**config.mk**
```make
export PLATFORM = sky130hd
export DESIGN_NAME = ex_skid_buffer
export DESIGN_NICKNAME = d
export VERILOG_FILES = /design/src/rtl/ex_skid_buffer_pkg.sv /design/src/rtl/ex_skid_buffer.sv
export SDC_FILE = /design/constraint.sdc
export NUM_CORES = 1
export LEC_CHECK = 0
export ABC_AREA = 1
export BUFFER_PORTS_ARGS = -buffer_cell sky130_fd_sc_hd__buf_4
export CAP_MARGIN = 25
export CORE_MARGIN = 1
export CORE_UTILIZATION = 48
export CTS_BUF_LIST = sky130_fd_sc_hd__clkbuf_8
export DETAILED_ROUTE_END_ITERATION = 8
export MAX_ROUTING_LAYER = met4
export PLACE_DENSITY_LB_ADDON = 0.2
export SYNTH_ARGS = -nofsm -noshare
export SYNTH_HDL_FRONTEND = slang
export SYNTH_SLANG_ARGS = --single-unit
```
**constraint.sdc**
```tcl
create_clock -name clk -period 7.1 [get_ports clk]
set_clock_uncertainty 0.15 [all_clocks]
set_input_delay 0.355 -clock clk [delete_from_list [all_inputs] [get_ports clk]]
set_output_delay 0.355 -clock clk [all_outputs]
set_load 0.1 [all_outputs]
```
**src/rtl/ex_skid_buffer_pkg.sv**
```systemverilog
// Shared pipeline definitions for the ID/EX elastic stage: payload defaults,
// the empty-slot instruction and the buffer state encoding.
package ex_skid_buffer_pkg;

    localparam int unsigned DEF_W_INSTR = 32;
    localparam int unsigned DEF_W_PC    = 32;

    localparam logic [31:0] NOP_INSTR = 32'h0000_0000;

    typedef enum logic [1:0] {
        StEmpty = 2'd0,
        StOne   = 2'd1,
        StTwo   = 2'd2
    } state_e;

    // Beats held in a given state; the encoding happens to equal the count.
    function automatic logic [1:0] occupancy_of(input state_e st);
        unique case (st)
            StOne:   return 2'd1;
            StTwo:   return 2'd2;
            default: return 2'd0;
        endcase
    endfunction

endpackage

```
**src/rtl/ex_skid_buffer.sv**
```systemverilog
// Two-entry skid buffer between ID/EX and execute: main slot drives the outputs,
// skid slot absorbs the one beat accepted while in_ready is still catching up.
module ex_skid_buffer
    import ex_skid_buffer_pkg::*;
#(
    parameter int unsigned W_INSTR = DEF_W_INSTR,
    parameter int unsigned W_PC    = DEF_W_PC,
    parameter int unsigned W_STALL = 16
) (
    input  logic               clk,
    input  logic               reset,
    input  logic               flush,
    input  logic               in_valid,
    output logic               in_ready,
    input  logic [W_INSTR-1:0] in_instr,
    input  logic [W_PC-1:0]    in_pc,
    output logic               out_valid,
    input  logic               out_ready,
    output logic [W_INSTR-1:0] out_instr,
    output logic [W_PC-1:0]    out_pc,
    output logic [1:0]         occupancy,
    output logic [W_STALL-1:0] stall_cycles
);

    state_e             state_q, state_d;
    logic [W_INSTR-1:0] main_instr, skid_instr;
    logic [W_PC-1:0]    main_pc, skid_pc;
    logic               accept, consume;
    logic               load_main_in, load_main_skid, load_skid;

    assign accept    = in_valid & in_ready;
    assign consume   = out_valid & out_ready;
    assign out_instr = main_instr;
    assign out_pc    = main_pc;

    always_comb begin
        state_d        = state_q;
        load_main_in   = 1'b0;
        load_main_skid = 1'b0;
        load_skid      = 1'b0;
        unique case (state_q)
            StEmpty: begin
                if (accept) begin
                    state_d      = StOne;
                    load_main_in = 1'b1;
                end
            end
            StOne: begin
                if (accept && consume) begin
                    load_main_in = 1'b1;
                end else if (accept) begin
                    state_d   = StTwo;
                    load_skid = 1'b1;
                end else if (consume) begin
                    state_d = StEmpty;
                end
            end
            StTwo: begin
                if (consume) begin
                    state_d        = StOne;
                    load_main_skid = 1'b1;
                end
            end
            default: state_d = StEmpty;
        endcase
        // Flush wins over everything, including a beat accepted this cycle.
        if (flush) begin
            state_d = StEmpty;
        end
    end

    always_ff @(posedge clk or posedge reset) begin
        if (reset) begin
            state_q      <= StEmpty;
            in_ready     <= 1'b1;
            out_valid    <= 1'b0;
            occupancy    <= 2'd0;
            main_instr   <= W_INSTR'(NOP_INSTR);
            main_pc      <= '0;
            skid_instr   <= '0;
            skid_pc      <= '0;
            stall_cycles <= '0;
        end else begin
            state_q   <= state_d;
            in_ready  <= (state_d != StTwo);
            out_valid <= (state_d != StEmpty);
            occupancy <= occupancy_of(state_d);

            if (state_d == StEmpty) begin
                main_instr <= W_INSTR'(NOP_INSTR);
                main_pc    <= '0;
            end else if (load_main_in) begin
                main_instr <= in_instr;
                main_pc    <= in_pc;
            end else if (load_main_skid) begin
                main_instr <= skid_instr;
                main_pc    <= skid_pc;
            end

            if (flush) begin
                skid_instr <= '0;
                skid_pc    <= '0;
            end else if (load_skid) begin
                skid_instr <= in_instr;
                skid_pc    <= in_pc;
            end

            if (out_valid && !out_ready && (stall_cycles != '1)) begin
                stall_cycles <= stall_cycles + W_STALL'(1);
            end
        end
    end

endmodule

```
==> flow_metrics.py <==
metrics = {
    "status": {
        "outcome": "finished, final reports clean",
    },
    "yosys": {
        "synth_seq_cells": 150,
        "synth.yosys.seq_area_share": 0.517,
        "synth_area_leaders": "dfrtp_1 51%, nand3_1 14%, nand2_1 7.4%",
        "postSynthAreaPerCell_um2": 8.28,
        "synth_fp_nets": 948,
        "yosys_warnings": 0,
        "synthesis.area_um2": 7270,
        "synth_top_area_share": 0.513,
        "syn-instance-count": 878,
        "synth_largest_area_cell": "dfrtp_1",
        "synth_cell_types": 24,
    },
    "cts": {
        "cts_buffers": 17,
        "cts_sinks": 150,
        "cts_tree": "built",
        "post_cts_buffers": 0,
        "cts.htree.levels": 4,
        "clk_pin_slew_ns": 0.08,
        "cts.repair.resized": 0,
        "cts.path.max_buffers": 2,
        "clock_latency_ns": 0.45,
        "cts_root_buf": "clkbuf_8",
    },
    "floorplanning": {
        "start_util": 0.496,
        "num_rows": 44,
        "io_pins": 153,
        "die_w_um": 125,
        "core_um2": 14600,
        "die_h_um": 125,
        "dieArea_um2": 15600,
    },
    "route": {
        "post_drt_via_cell_ratio": 5.23,
        "totalWireLength_um": 18200,
        "post_drt_wl_per_cell_um": 14.6,
        "drcViolationCount": 0,
        "via_count": 6496,
        "drt_iter0_markers": 632,
        "ant_nets": 0,
        "drtPass1Iterations": 7,
    },
    "global_routing": {
        "grt_max_degree": 88,
        "grt-busiest-layer": "met2",
        "grtUsageTotal": 0.256,
        "grt_antenna_before_repair": 0,
        "grt_pass1_wl_um": 31200,
        "grtUsageMet2": 0.380,
        "overflow": 0,
        "grt_pass1_vias": 6216,
        "use_met1": 0.350,
        "use_met3": 0.0543,
    },
    "worst_setup_path": {
        "cp-start-kind": "register",
        "required_ns": 7.34,
        "critical_path_arrival_ns": 3.71,
        "path_class": "register to register",
        "path_max_fanout": 39,
        "endpoint_kind": "register",
    },
    "timing": {
        "setup_tns_ns": 0,
        "timing.final.max_slew_violations": 0,
        "post-route-period-util": 0.488,
        "setup_viol": 0,
        "max_slew.worst_pin.slew_ns": 0.954,
        "rsz0062_at_grt": "no",
        "layout_setup_ws_ns": 3.63,
        "fmax_mhz": 288,
        "relSlewSlack": 0.363,
        "finalHoldViolCount": 0,
        "min_period_ns": 3.47,
    },
    "layout": {
        "drive_gt1_frac": 0.202,
        "syn2layout_area_growth_pct": 28.2,
        "antenna_cells": 0,
        "nNetsFinal": 1114,
        "fillers": 1286,
    },
    "pwr": {
        "leakage_nw": 4.81,
        "powerDensity_nw_per_um2": 245,
        "p_seq_frac": 0.424,
        "p_switching_mw": 0.848,
        "pwr-share-clk": 0.287,
        "p_comb_frac": 0.289,
        "power.share.switching": 0.372,
        "p_int_mw": 1.43,
        "ir_worst_vdd_mv": 0.145,
    },
    "run": {
        "drv_cap": 0,
    },
    "placed_design": {
        "io_buffers": 152,
        "pre_cts_ws_ns": 3.58,
        "gp_congestion": 0.868,
        "place_hpwl_um": 10700,
    },
    "min_path": {
        "hold_path_class": "input pin to register",
    },
}
==> per-stage QoR <==
stage | std cells | cell area [um2] | power, mW | hold slack (ns) | utilization
2_1_floorplan | 878 | 7270 | 1.47 | 0.354 | -
3_3_place_gp | 1157 | 8380 | 1.62 | 0.367 | 0.572
3_5_place_dp | 1158 | 8400 | 1.62 | 0.378 | 0.574
4_1_cts | 1241 | 9320 | 2.30 | 0.000410 | 0.636
5_1_grt | 1241 | 9320 | 2.40 | 0.00389 | 0.636
6_report | 1241 | 9320 | 2.28 | 0.0155 | 0.636
==> per-layer routing <==
layer,up-vias,share of wire
li1,3210,-
met1,3066,0.45
met2,200,0.47
met3,20,0.063
met4,0,0.012
met5,-,0
==> cell families (layout without fill, tap and decap cells) <==
logic type,after synthesis,count (layout),share of synthesized area
flops,150,150,0.517
xor+xnor,7,7,0.00844
fa+ha+maj,1,1,0.00172
simple gates,376,376,0.235
buf+inv,210,389,0.123
compound gates,134,134,0.115
==> Yosys cell counts, drive strengths merged <==
cell type	instances
o21ai	69
dfrtp	149
o211ai	64
nand3	203
clkbuf	17
inv	145
xor2	1
nand2	146
dfstp	1
nand3b	1
nor2	18
xnor2	6
a21boi	1
ha	1
nand4	8
buf	48
==> cell usage in the layout, fill, tap and decap left out, types with 2 or more instances in the layout <==
master           n
nand3_1        202
nand2_2          4
o21ai_0         69
xnor2_1          6
inv_1          135
clkbuf_8        24
o211ai_1        64
clkinvlp_4       3
nor2_1          16
nand4_1          8
nand2_4          2
nand2_1        140
dfrtp_1        149
inv_2           10
buf_4          160
dlygate4sd3_1   51
clkinv_2         3
==> state kept, by name (all words and copies together), names as in the netlist <==
register,cells
out_instr,32
out_valid,1
out_pc,32
stall_cycles,16
occupancy,2
skid_instr,32
skid_pc,32
state_q,2
in_ready,1
==> cell type report <==
| type | count | area (um2) | area share |
|---|---|---|---|
| sequential | 150 | 3750 | 0.403 |
| inverter | 145 | 549 | 0.0590 |
| timing repair buffer | 212 | 1740 | 0.187 |
| multi-input combinational | 518 | 2640 | 0.283 |
| clock inverter | 8 | 71.3 | 0.00766 |
| clock buffer | 24 | 330 | 0.0355 |
| tap | 184 | 230 | 0.0247 |
==> power by group through the flow <==
stage               clock network [mW]  registers, mW  logic (mW)
finish                           0.655          0.969       0.659
global route                     0.710          0.979       0.709
CTS                              0.670          0.969       0.663
detailed placement                   0          0.985       0.639
global placement                     0          0.984       0.634
floorplan                            0           1.24       0.234
==> critical path: stages (launching register included) <==
cell	delay, ns
dfstp_2	0.53
nand2_1	0.09
nor2_4	0.73
buf_4	0.46
nand2_2	0.09
nand3_1	0.09
nand2_1	0.10
nand2_2	0.45
buf_4	0.51
nand2_1	0.13
inv_2	0.06
==> worst paths after layout <==
| path | from | to | slack, ns | depth (start not counted) |
|---|---|---|---|---|
| min in group asynchronous | reset | out_instr[2] | 0.46 | 3 |
| max in group asynchronous | reset | skid_instr[19] | 5.01 | 4 |
| worst max-delay path | in_ready | out_instr[20] | 3.63 | 10 |
| worst max register to register | in_ready | out_instr[20] | 3.63 | 10 |
| worst min register to register | skid_pc[30] | skid_pc[30] | 0.39 | 2 |
| worst min-delay path | in_instr[20] | skid_instr[20] | 0.02 | 3 |
==> repair_timing <==
item,CTS,global route
endpoints found under the hold margin,135,0
hold buffers,51,0
setup endpoints to repair,0,0
(Power assumes the default switching activity.)
